<file path="src/rtl/result_readout_if.sv">
// Host-facing bundle for the result drain path: array-side capture inputs,
// host fetch request, and the byte-serial output stream back to the host.
interface result_readout_if #(
   parameter int RESULT_W = 16
);
   logic                store_result;
   logic [RESULT_W-1:0] result1;
   logic [RESULT_W-1:0] result2;
   logic [RESULT_W-1:0] result3;
   logic [RESULT_W-1:0] result4;
   logic                fetch_r;
   logic [7:0]          uo_out;
   logic                out_valid;
   logic                busy;
   logic                has_data;
   logic                done;

   modport master (
      output store_result, result1, result2, result3, result4, fetch_r,
      input  uo_out, out_valid, busy, has_data, done
   );

   modport slave (
      input  store_result, result1, result2, result3, result4, fetch_r,
      output uo_out, out_valid, busy, has_data, done
   );
endinterface

</file>
<file path="src/rtl/result_readout.sv">
// Captures four accumulator results and streams them to the host one byte per
// slot, low byte of result1 first, with optional idle gaps between bytes.
//
//   state | meaning
//   IDLE  | waiting; store_result captures, fetch_r starts a stream if has_data
//   SEND  | a byte is valid on uo_out this cycle
//   GAP   | idle spacing between bytes; uo_out holds the previous byte
module result_readout #(
   parameter int RESULT_W   = 16,
   parameter int GAP_CYCLES = 0
) (
   input  logic             clk,
   input  logic             reset,
   result_readout_if.slave  bus
);
   localparam int BYTES_PER_RESULT = RESULT_W / 8;
   localparam int N_BYTES          = 4 * BYTES_PER_RESULT;
   localparam int SEL_W            = $clog2(N_BYTES);

   localparam logic [SEL_W:0] IDX_END  = (SEL_W+1)'(N_BYTES);
   localparam logic [SEL_W:0] IDX_ONE  = (SEL_W+1)'(1);
   localparam logic [2:0]     GAP_LOAD = 3'((GAP_CYCLES > 0) ? GAP_CYCLES - 1 : 0);

   typedef enum logic [1:0] {
      IDLE = 2'd0,
      SEND = 2'd1,
      GAP  = 2'd2
   } state_t;

   state_t                  state_q, state_d;
   logic [N_BYTES-1:0][7:0] res_q, res_d;
   logic [SEL_W:0]          idx_q, idx_d;
   logic [2:0]              gap_q, gap_d;
   logic [7:0]              uo_q, uo_d;
   logic                    valid_q, valid_d;
   logic                    busy_q, busy_d;
   logic                    has_q, has_d;
   logic                    done_q, done_d;
   logic [7:0]              next_byte;

   // idx_q always points at the next byte to drive; it only reaches IDX_END
   // after the last byte has been driven, and the select is not used then.
   assign next_byte = res_q[idx_q[SEL_W-1:0]];

   always_ff @(posedge clk) begin
      if (reset) begin
         state_q <= IDLE;
         res_q   <= '0;
         idx_q   <= '0;
         gap_q   <= '0;
         uo_q    <= '0;
         valid_q <= 1'b0;
         busy_q  <= 1'b0;
         has_q   <= 1'b0;
         done_q  <= 1'b0;
      end else begin
         state_q <= state_d;
         res_q   <= res_d;
         idx_q   <= idx_d;
         gap_q   <= gap_d;
         uo_q    <= uo_d;
         valid_q <= valid_d;
         busy_q  <= busy_d;
         has_q   <= has_d;
         done_q  <= done_d;
      end
   end

   always_comb begin
      state_d = state_q;
      res_d   = res_q;
      idx_d   = idx_q;
      gap_d   = gap_q;
      uo_d    = uo_q;
      valid_d = 1'b0;
      busy_d  = busy_q;
      has_d   = has_q;
      done_d  = 1'b0;

      case (state_q)
         IDLE: begin
            // A store on the same edge as a fetch wins; the host must re-request.
            if (bus.store_result) begin
               res_d = {bus.result4, bus.result3, bus.result2, bus.result1};
               has_d = 1'b1;
            end else if (bus.fetch_r && has_q) begin
               uo_d    = res_q[0];
               valid_d = 1'b1;
               busy_d  = 1'b1;
               idx_d   = IDX_ONE;
               state_d = SEND;
            end
         end
         SEND: begin
            if (idx_q == IDX_END) begin
               uo_d    = '0;
               busy_d  = 1'b0;
               has_d   = 1'b0;
               done_d  = 1'b1;
               idx_d   = '0;
               state_d = IDLE;
            end else if (GAP_CYCLES == 0) begin
               uo_d    = next_byte;
               valid_d = 1'b1;
               idx_d   = idx_q + IDX_ONE;
            end else begin
               gap_d   = GAP_LOAD;
               state_d = GAP;
            end
         end
         GAP: begin
            if (gap_q == 3'd0) begin
               uo_d    = next_byte;
               valid_d = 1'b1;
               idx_d   = idx_q + IDX_ONE;
               state_d = SEND;
            end else begin
               gap_d = gap_q - 3'd1;
            end
         end
         default: state_d = IDLE;
      endcase
   end

   assign bus.uo_out    = uo_q;
   assign bus.out_valid = valid_q;
   assign bus.busy      = busy_q;
   assign bus.has_data  = has_q;
   assign bus.done      = done_q;
endmodule
</file>
<file path="src/flat_wrapper.sv">
// flat-port wrapper written by rule: the top's interface ports become plain ports
module result_readout_flat 
#(
   parameter int RESULT_W   = 16,
   parameter int GAP_CYCLES = 0
)
  (clk, reset, bus_store_result, bus_result1, bus_result2, bus_result3, bus_result4, bus_fetch_r, bus_uo_out, bus_out_valid, bus_busy, bus_has_data, bus_done);
  result_readout_if #(.RESULT_W(RESULT_W)) bus_i ();
  input  logic clk;
  input  logic reset;
  input wire logic [$bits(bus_i.store_result)-1:0] bus_store_result;
  input wire logic [$bits(bus_i.result1)-1:0] bus_result1;
  input wire logic [$bits(bus_i.result2)-1:0] bus_result2;
  input wire logic [$bits(bus_i.result3)-1:0] bus_result3;
  input wire logic [$bits(bus_i.result4)-1:0] bus_result4;
  input wire logic [$bits(bus_i.fetch_r)-1:0] bus_fetch_r;
  output wire logic [$bits(bus_i.uo_out)-1:0] bus_uo_out;
  output wire logic [$bits(bus_i.out_valid)-1:0] bus_out_valid;
  output wire logic [$bits(bus_i.busy)-1:0] bus_busy;
  output wire logic [$bits(bus_i.has_data)-1:0] bus_has_data;
  output wire logic [$bits(bus_i.done)-1:0] bus_done;
  assign bus_i.store_result = bus_store_result;
  assign bus_i.result1 = bus_result1;
  assign bus_i.result2 = bus_result2;
  assign bus_i.result3 = bus_result3;
  assign bus_i.result4 = bus_result4;
  assign bus_i.fetch_r = bus_fetch_r;
  assign bus_uo_out = bus_i.uo_out;
  assign bus_out_valid = bus_i.out_valid;
  assign bus_busy = bus_i.busy;
  assign bus_has_data = bus_i.has_data;
  assign bus_done = bus_i.done;
  result_readout #(.RESULT_W(RESULT_W), .GAP_CYCLES(GAP_CYCLES)) u_core (.clk(clk), .reset(reset), .bus(bus_i));
endmodule
</file>
<file path="config.mk">
export PLATFORM = sky130hd
export DESIGN_NAME = result_readout_flat
export DESIGN_NICKNAME = d
export VERILOG_FILES = /design/src/rtl/result_readout_if.sv /design/src/rtl/result_readout.sv /design/src/flat_wrapper.sv
export SDC_FILE = /design/constraint.sdc
export NUM_CORES = 1
export LEC_CHECK = 0
export BUFFER_PORTS_ARGS = -buffer_cell sky130_fd_sc_hd__buf_4
export CORE_ASPECT_RATIO = 1.75
export CORE_UTILIZATION = 50
export DETAILED_ROUTE_END_ITERATION = 10
export PLACE_DENSITY = 0.75
export SYNTH_ARGS = -nofsm -noshare
export SYNTH_HDL_FRONTEND = slang
export SYNTH_SLANG_ARGS = --single-unit
</file>
<file path="constraint.sdc">
create_clock -name clk -period 3.9 [get_ports clk]
set_clock_uncertainty 0.1 [all_clocks]
set_input_delay 0.39 -clock clk [delete_from_list [all_inputs] [get_ports clk]]
set_output_delay 0.39 -clock clk [all_outputs]
set_load 0.03 [all_outputs]
</file>
After elaboration in Yosys (flattened, before gate mapping)
Cells that the tools add are included.
- memory bits (writable): 0
- ROM bits: 0
- register bits: 85
- memories kept: 0
- bits in latches: 0
- word-level logic and storage cells: 70
- output and inout port bits: 12
- bits of input ports: 68
- $lt $le $gt $ge: 1
- multiplexer cells: 29
- reduce and logical (&&, ||, !) cells: 12
- add/sub/neg operators: 2
- div/mod/pow operators: 0
- bitwise gates (word level): 2
- eq/ne operators: 8
- shifts and indexed selects: 0
- multipliers: 0
- operator list (operator ; count):
    $mux 8 ; 5
    $bmux 8 s3 ; 1
    $pmux 8 s3 ; 1
    $mux 4 ; 4
    $pmux 4 s3 ; 1
    $reduce_and 4->1 ; 3
    $mux 1 ; 9
    $mux 2 ; 4
    $ne 2x1->1 const B ; 3
    $pmux 2 s3 ; 1
    $add 4x1->4 const B ; 1
    $eq 4x4->1 const B ; 1
    $lt 3x4->1 const B ; 1
    $ne 2x2->1 const B ; 2
    $pmux 1 s2 ; 2
    $reduce_and 2->1 ; 2
    $logic_not 3->1 ; 1
    $pmux 1 s3 ; 1
    $reduce_and 3->1 ; 1
    $reduce_bool 3->1 ; 1
    $sub 3x1->3 const B ; 1
    $eq 2x1->1 const B ; 1
    $eq 2x2->1 const B ; 1
    $logic_not 2->1 ; 1
    4 further kinds ; 5

Depth between registers and ports, before layout
Gate-level depths: netlist of run 1.
- depth after elaboration: 4
- gate-level depth with buffers: 8
- depth with buffers taken out: 6

Worst setup path before layout of run 1
Ideal clock, no wire load.
- path type: register to register
- start: reg u_core.idx_q[0]
- end: reg u_core.uo_q[0] (netlist: u_core.bus.uo_out[0])
- buffers on the path: 2
- slack: 2238 ps
- library setup time: 92 ps
- clock period less this slack: 1662 ps
- arrival time: 1469 ps
- cell stages (with the launch flop): 8
- cell sequence: dfxtp_1 -> buf_6 -> buf_6 -> inv_1 -> ha_1 -> nand3b_1 -> nand3b_2 -> o32ai_1
- cells in the longest elaborated chain, start to end: 4
- elaborated cells between the ends (all ways): 6
- RTL lines (item ; RTL line ; source):
    start: declaration ; result_readout.sv:32 ; logic [SEL_W:0] idx_q, idx_d;
    start signal: assignment ; result_readout.sv:59 ; idx_q <= idx_d;
    $bmux 8 s3 ; result_readout.sv:43 ; assign next_byte = res_q[idx_q[SEL_W-1:0]];
    $mux 8 (implied by the code) ; result_readout.sv:43 ;
    $mux 8, on equally long branches ; result_readout.sv:112, result_readout.sv:95 ;
    $pmux 8 s3 * ; result_readout.sv:80 ; case (state_q)
    end signal: assignment ; result_readout.sv:61 ; uo_q <= uo_d;
    end: declaration ; result_readout.sv:34 ; logic [7:0] uo_q, uo_d;
Mark *: on every way between the ends. The rest lies on a longest branch, timed or not. The select of a mux whose other input is x is not followed.
A chain may end at the register's enable or synchronous reset.

Final worst setup path of run 1
- start: reg u_core.state_q[0]
- end: reg u_core.res_q[22] (netlist bit)
- cells in the longest elaborated chain, start to end: 2
- RTL lines (item ; RTL line ; source):
    start: declaration ; result_readout.sv:30 ; state_t state_q, state_d;
    start signal: assignment ; result_readout.sv:57 ; state_q <= state_d;
    $logic_not 2->1 ; result_readout.sv:80 ;
    $reduce_and 2->1 (no line) ; - ;
    end signal: assignment ; result_readout.sv:58 ; res_q <= res_d;
    end: declaration ; result_readout.sv:31 ; logic [N_BYTES-1:0][7:0] res_q, res_d;
Every way passes these cells.

==> impl_metrics.toml, run 1 <==
[run_status]
status = "completed"

[grt]
grt_pass1_vias = 2827
grt_pass1_wl_mm = 12.79
antenna_found_initial = 0
overflow = 0
grtUsageTotal_pct = 22.84
grt_max_degree = 80

[logic_synthesis]
ys_seq_elements = 80
ys_warn_count = 0
seq_area_frac_synth_pct = 45.44
syn_inst = 402
synth_top_area_cell = "dfxtp_1"
netlist_area_sq_um = 3525
syn_nets = 472
synth.distinct_cells = 32
synth_area_per_cell_sq_um = 8.768
netlist_top_cells_area = "dfxtp_1 45%, nand2_1 14%, a21oi_1 9.4%"
synth_top_area_share_pct = 45.44

[clock_network]
root_buffer = "clkbuf_16"
cts_sinks = 80
cts_tree = "yes"
clk_pin_slew_worst_paths_ns = 0.06
htreeDepth = 3
post_cts_buffers = 0
ctsHoldBuffers = 0
cts_buffers = 9
cts_max_path_buffers = 2
clk_latency_ns = 0.33
cts_resized = 0

[drt]
vias = 2902
firstDrtPassIters = 4
wl_per_cell_um = 14.23
via_per_inst = 5.257
first_iter_violations = 176
postRouteAntennaNets = 0
drc = 0
wl_mm = 7.856

[finish]
fin_nets = 533
mostFrequentLayoutCells = "130 x nand2_1, 81 x buf_4, 80 x dfxtp_1, 66 x a21oi_1, 31 x mux2i_1"
areaGrowthSynthToFinish_pct = 23.39
layout_commonest_cell = "nand2_1"
post-route-util_pct = 63.43
fillers = 585
antenna_cells = 0
final_area_sq_um = 4349
fin_cells = 552
layout-drive-gt1-share_pct = 23.08

[sta]
setup_viol = 0
rsz0062_at_grt = "false"
slew_violations = 0
tns_ns = 0
final_hold_viol_count = 0
max_freq_mhz = 422.0
maxSlewHeadroom_pct = 20.84
setup_ws_ns = 1.531
holdWs_ns = 0.2000
fin_crit_ns = 2.369
fin_crit_sh_pct = 60.75
worst_slew_pin_slew_ns = 1.187

[place]
place.gp.congestion = 0.8086
hpwl_mm = 5.470
place_ws_ns = 1.555
placed_cells = 536
port-buffer-count = 79
placedInstanceArea_sq_um = 4028

[floorplan]
die_w_um = 65.47
start_util_pct = 51.41
rows = 40
core_sq_um = 6857
io_pins = 80
die_h_um = 113.1
dieArea_sq_um = 7402

[critical_path]
cp_data_arrival_time_ns = 2.53
worstPathMaxFanout = 64
max_stage_delay_ns = 1.04
worstSetupPathType = "flop to flop"
cp_num_buf_inv = 0
cp.required_ns = 4.06
start_kind = "flop"
critical_path.slowest_cell = "nand2b_2"
path_delay_family = "simple AND/OR/NAND/NOR gates"
cp.depth = 3
cp-end-kind = "flop"
path_cells = "nand2b_2, nand2_1, a21oi_1"
reg2reg_depth = 3

[pwr]
leakagePower_nw = 1.827
peakVddDrop_v = 0.0002953
power_mw = 2.013
power.density_nw_per_um2 = 462.8

[run]
cap_violations = 0

[hold_path]
hold_class = "input pin to flop"
whs_path_depth = 3
final timing paths:
check,startpoint,end,slack [ns]
max,u_core.state_q[0],u_core.res_q[22],1.53
min,bus_result4[5],u_core.res_q[53],0.20
max reg2reg,u_core.state_q[0],u_core.res_q[22],1.53
min reg2reg,u_core.res_q[20],u_core.res_q[20],0.35
flip-flops by register name, summed over array words and instances, names as in the netlist:
signal and cells:
u_core.bus.done 1, u_core.res_q 64, u_core.state_q 1, u_core.bus.uo_out 8, u_core.bus.has_data 1, u_core.idx_q 4
u_core.bus.out_valid 1
layout make-up:
type	instances	area, sq um	share of cell area, %
clock buffer	10	239.0	5.495
clock inverter	6	82.58	1.899
inverter	3	11.26	0.2589
multi-input combinational	288	1702	39.13
sequential	80	1602	36.82
tap	84	105.1	2.417
timing repair buffer	81	608.1	13.98
routing by layer:
| metal | track usage (%) | share of wire [%] | vias up |
|---|---|---|---|
| met1 | 25.60 | 40 | 1340 |
| met3 | 5.847 | 3.5 | 18 |
| met5 | 0 | 0 | - |
| met4 | 10.72 | 2.9 | 0 |
| li1 | - | - | 1488 |
| met2 | 39.38 | 53 | 56 |
worst register-to-register path, cell delays in order (launching register included):
cell	delay, ns
dfxtp_1	0.79
nand2b_2	1.04
nand2_1	0.18
a21oi_1	0.17
Yosys cell counts:
library cell and count:
a22o_1 10, and3_1 1, a221oi_1 1, ha_1 2, mux4_1 4, o22ai_1 3, mux4_2 2, buf_2 14
o32ai_2 1, a21oi_1 66, inv_1 3, o21ai_0 2, and2b_2 3, nor2_1 10, mux2i_1 31, buf_12 1
nand2b_1 3, and2b_1 1, nand3_1 1, buf_6 4, and2_2 1, clkbuf_8 4, nand3b_1 1, clkbuf_1 8
a31oi_4 1, o32ai_1 4, nand3b_2 1, dfxtp_1 80, nand4b_1 2, a22oi_1 1, nor2b_1 6, nand2_1 130
kinds of logic after synthesis:
logic type / synth area share, %
and+or+nand+nor: 19.03
AOI/OAI and AO/OA: 15.19
DFF: 45.44
muxes: 13.06
buffers and inverters: 6.567
adders and majority gates: 0.7099
power breakdown:
group / switching (mW) / internal (mW)
Sequential: 0.0356 / 0.863
Combinational: 0.111 / 0.112
Clock: 0.317 / 0.574
Total: 0.464 / 1.55
(Power assumes the default switching activity.)
==> run 2: changes to the inputs <==
CORE_UTILIZATION = 48   (was 50)
clock period = 1.9 ns   (was 3.9 ns; I/O delays follow)
==> run 2 against run 1 <==
The flow now finishes with violations (hold timing). Sequential share of layout area decreased by 1.9 points. Clock-buffer cell count unchanged. Via count grew 5.1%. Die area grew 4.1%. Flip-flop and latch count stayed put. Setup slack got worse by 1.4 ns. Critical endpoint is now u_core.bus.uo_out[4]. Largest cell class unchanged. Largest power group unchanged. Highest routed layer unchanged.
==> impl_metrics.toml, run 2 (same netlist as run 1, synthesis figures left out) <==
[finish]
fin_nets = 558
multi_input_area_sq_um = 1702
antenna_cells = 0
seq_area_sq_um = 1602
layout_commonest_cell = "nand2_1"
fillers = 650
areaGrowthSynthToFinish_pct = 30.14
mostFrequentLayoutCells = "130 x nand2_1, 86 x buf_4, 80 x dfxtp_1, 66 x a21oi_1, 31 x mux2i_1"
layout-drive-gt1-share_pct = 23.33
top_register = "u_core.res_q"
largest_reg_flops = 64

[sta]
slew_violations = 0
fin_crit_ns = 1.726
tns_ns = 0
setup_viol = 0
maxSlewHeadroom_pct = 62.24
max_freq_mhz = 579.2
holdWs_ns = -0.0007000
rsz0062_at_grt = "false"
final_hold_viol_count = 2
worst_slew_pin_slew_ns = 0.5651
fin_crit_sh_pct = 90.87

[critical_path]
worstPathMaxFanout = 23
cp-end-kind = "flop"
max_stage_delay_ns = 0.59
critical_path.slowest_cell = "mux4_1"
r2r_slack_ns = 0.17
cp_data_arrival_time_ns = 1.84
start_kind = "flop"
path_cells = "buf_12, mux4_1, mux2i_1, o22ai_1"
cp.required_ns = 2.01
worstSetupPathType = "flop to flop"
reg2reg_depth = 4
crit_path_start = "u_core.idx_q[0]"
endpoint = "u_core.bus.uo_out[4]"
rr_endpoint = "u_core.bus.uo_out[4]"
r2r_start = "u_core.idx_q[0]"

[pwr]
pwr-share-comb_pct = 13.1
switching_share_pct = 24.28
power.density_nw_per_um2 = 879.2
peakVddDrop_v = 0.0006259
seqPwrFrac_pct = 45.4
power_mw = 4.033
p_int_mw = 3.054
p_clk_share_pct = 41.5
p_switching_uw = 979.0
leakagePower_nw = 1.931

[clock_network]
cts_buffers = 9
htreeDepth = 3
cts_max_path_buffers = 2
cts_sinks = 80
root_buffer = "clkbuf_16"
cts_tree = "yes"
clk_latency_ns = 0.34
clk_pin_slew_worst_paths_ns = 0.06
post_cts_buffers = 0
ctsHoldBuffers = 17
cts_resized = 0

[grt]
grtUsageTotal_pct = 23.56
grt_pass1_vias = 2969
grt_pass1_wl_mm = 13.48
overflow = 0
antenna_found_initial = 0
grt_max_degree = 51

[run_status]
status = "finished with violations"
violations = "hold timing"

[drt]
via_per_inst = 5.269
vias = 3051
wl_mm = 8.335
first_iter_violations = 146
postRouteAntennaNets = 0
wl_per_cell_um = 14.40
drc = 0
firstDrtPassIters = 4

[hold_path]
hold_class = "input pin to flop"
whs_path_depth = 3

[floorplan]
start_util_pct = 49.43
io_pins = 80
die_h_um = 115.4
core_sq_um = 7131
die_w_um = 66.78
rows = 41
dieArea_sq_um = 7703

[place]
hpwl_mm = 5.806
place.gp.congestion = 0.8218
port-buffer-count = 79

[run]
cap_violations = 0
[run 2: worst max-delay path, delay by kind of cell (launching register included)]
family                 cells  cell delay, ns
buffers and inverters      1            0.21
muxes                      2            0.77
AOI/OAI and AO/OA          1            0.11
DFF                        1            0.39
[run 2: how the worst min path moves through the flow]
| stage | from | to |
|---|---|---|
| 3_5_place_dp | bus_result3[11] | u_core.res_q[43] |
| 6_report | bus_result2[12] | u_core.res_q[28] |
| 2_1_floorplan | bus_result1[12] | u_core.res_q[12] |
| 5_1_grt | bus_result4[12] | u_core.res_q[60] |
| 4_1_cts | bus_result4[10] | u_core.res_q[58] |
| 3_3_place_gp | bus_result4[2] | u_core.res_q[50] |
[run 2: metrics by stage]
stage / util (%) / worst slack [ns] / cells / instance area, sq um / hold slack (ns)
final: 64.33 / 0.1736 / 579 / 4587 / -0.0007000
after global routing: 64.33 / 0.06653 / 579 / 4587 / 0.007248
after CTS: 64.33 / 0.1767 / 579 / 4587 / 0.0006946
after detailed placement: 57.89 / 0.1940 / 546 / 4128 / 0.3456
after global placement: 57.89 / 0.2828 / 546 / 4128 / 0.3389
after floorplan: - / 0.2383 / 402 / 3525 / 0.2260
[run 2: cell type report]
| class | instances | share of cell area, % |
|---|---|---|
| clock buffer | 10 | 4.992 |
| clock inverter | 6 | 1.309 |
| inverter | 3 | 0.2455 |
| multi-input combinational | 288 | 37.10 |
| sequential | 80 | 34.92 |
| tap | 86 | 2.346 |
| timing repair buffer | 106 | 19.09 |
[run 2: power groups by stage]
stage | Clock (mW) | Combinational [mW] | Sequential (mW)
finish | 1.67 | 0.528 | 1.83
global route | 1.75 | 0.584 | 1.84
CTS | 1.69 | 0.533 | 1.83
detailed placement | 0 | 0.503 | 1.87
global placement | 0 | 0.491 | 1.86
floorplan | 0 | 0.312 | 1.86
[run 2: layer usage]
metal / vias to the layer above / GRT usage, % / part of all wire, %
met5: - / 0 / 0
met4: 0 / 11.49 / 2.3
met3: 14 / 5.258 / 3.5
met2: 64 / 41.01 / 55
met1: 1434 / 26.33 / 39
li1: 1539 / - / -
==> run 3: changes to the inputs <==
PLACE_DENSITY = 0.71   (was 0.75)
==> run 3 against run 2 <==
Register-to-register slack worse by 0.03 ns. Via count is 2.2% higher. First-iteration DRC count is 13% higher. The run still ends with hold timing left. Clock power is 11% higher. Critical path type unchanged. Non-clock buffer count is 12 higher. Setup slack worse by 0.034 ns. Largest cell class unchanged. Sequential share of layout area is 1.2 points lower. Global-route usage is 0.26 points higher. Flip-flop and latch count stayed put. Hold slack hardly changed.
==> impl_metrics.toml, run 3 (same netlist as run 1, synthesis figures left out) <==
[critical_path]
start_kind = "flop"
rr_endpoint = "u_core.bus.uo_out[1]"
r2r_start = "u_core.idx_q[1]"
worstSetupPathType = "flop to flop"
worstPathMaxFanout = 8
cp_data_arrival_time_ns = 1.90
cp-end-kind = "flop"
cp.required_ns = 2.04
r2r_slack_ns = 0.14
reg2reg_depth = 5

[clock_network]
clk_pin_slew_worst_paths_ns = 0.06
cts_buffers = 9
clk_latency_ns = 0.34
htreeDepth = 3
cts_tree = "yes"
root_buffer = "clkbuf_16"
cts_sinks = 80
cts_max_path_buffers = 2

[sta]
max_freq_mhz = 568.0
setup_ws_ns = 0.1394
holdWs_ns = -0.0006030
slew_violations = 0
fin_crit_ns = 1.761
worst_slew_pin_slew_ns = 0.5519
rsz0062_at_grt = "false"
final_hold_viol_count = 1
setup_viol = 0
fin_crit_sh_pct = 92.66
tns_ns = 0
maxSlewHeadroom_pct = 63.21

[floorplan]
die_h_um = 115.4
die_w_um = 66.78
rows = 41
start_util_pct = 49.43
io_pins = 80
core_sq_um = 7131
dieArea_sq_um = 7703

[grt]
antenna_found_initial = 0
grt_pass1_vias = 2928
grt_max_degree = 79
grtUsageTotal_pct = 23.82
grt_pass1_wl_mm = 13.46
overflow = 0

[run_status]
violations = "hold timing"
status = "finished with violations"

[place]
place_ws_ns = 0.1410
place.gp.congestion = 0.8403
hpwl_mm = 5.715
port-buffer-count = 79

[pwr]
peakVddDrop_v = 0.0006490
leakagePower_nw = 2.000
power.density_nw_per_um2 = 891.9

[finish]
fin_nets = 570
top_register = "u_core.res_q"
antenna_cells = 0
layout-drive-gt1-share_pct = 22.77
areaGrowthSynthToFinish_pct = 34.86
layout_commonest_cell = "nand2_1"
largest_reg_flops = 64
mostFrequentLayoutCells = "130 x nand2_1, 85 x buf_4, 80 x dfxtp_1, 66 x a21oi_1, 31 x mux2i_1"

[drt]
vias = 3119
wl_per_cell_um = 14.55
firstDrtPassIters = 4
postRouteAntennaNets = 0
via_per_inst = 5.277
first_iter_violations = 165
wl_mm = 8.602
drc = 0

[run]
cap_violations = 0

[hold_path]
hold_class = "input pin to flop"
min_to = "u_core.res_q[15]"
whs_path_depth = 3
holdCritStartpoint = "bus_result1[15]"
## run 3: changes by cell type in the layout (fill, tap and decap cells not counted), sizes merged
cell	before	now
dlygate4sd3	17	29
clkinv	3	1
bufinv	1	2
clkbuf	10	11
## run 3: cell type report
cell class              count  area (sq um)
repair buffers            118          1008
fillers                   572          2377
flip-flops and latches     80          1602
clock inverters             5         80.08
inverters                   3         11.26
multi-input cells         288          1702
clock buffers              11         242.7
well taps                  86         107.6
## run 3: how the worst max path moves through the flow
stage | end | from | slack (ns) | depth (start not counted)
floorplan | u_core.bus.uo_out[0] | u_core.idx_q[0] | 0.24 | 7
global placement | u_core.bus.uo_out[0] | u_core.idx_q[1] | 0.28 | 5
detailed placement | u_core.bus.uo_out[1] | u_core.idx_q[1] | 0.14 | 5
CTS | u_core.bus.uo_out[1] | u_core.idx_q[1] | 0.12 | 5
global route | u_core.bus.uo_out[1] | u_core.idx_q[1] | 0.02 | 5
finish | u_core.bus.uo_out[1] | u_core.idx_q[1] | 0.14 | 5
## run 3: per-layer routing
| metal | GRT usage (%) | share of wire, % |
|---|---|---|
| met2 | 41.95 | 54 |
| met4 | 14.47 | 4.2 |
| met5 | 0 | 0 |
| met3 | 4.762 | 3.0 |
| met1 | 25.27 | 39 |
## run 3: repair_timing
item / in CTS / in global routing
resized for setup: 0 / 0
hold buffers: 29 / 0
buffers inserted: 0 / 0
endpoints found under the hold margin: 29 / 0
## run 3: power by group
group	internal, mW	switching [mW]	leakage [nW]	total [mW]
Combinational	0.291	0.261	1.19	0.553
Clock	1.18	0.674	0.152	1.86
Sequential	1.77	0.0584	0.657	1.83
## run 3: worst max-delay path: stages, from the launching register on
cell      delay, ns
dfxtp_1        0.49
inv_1          0.10
ha_1           0.22
nand3b_1       0.15
nand3b_2       0.23
o32ai_1        0.36
## run 3: stage by stage
step	hold WS, ns	total power, mW	cells	instance area [sq um]	utilization [%]
after global placement	0.3396	2.359	546	4140	58.06
after global routing	0.0006879	4.394	591	4753	66.66
after floorplan	0.2260	2.173	402	3525	-
after CTS	0.0003798	4.263	591	4753	66.66
after detailed placement	0.3452	2.371	546	4140	58.06
final	-0.0006030	4.239	591	4753	66.66
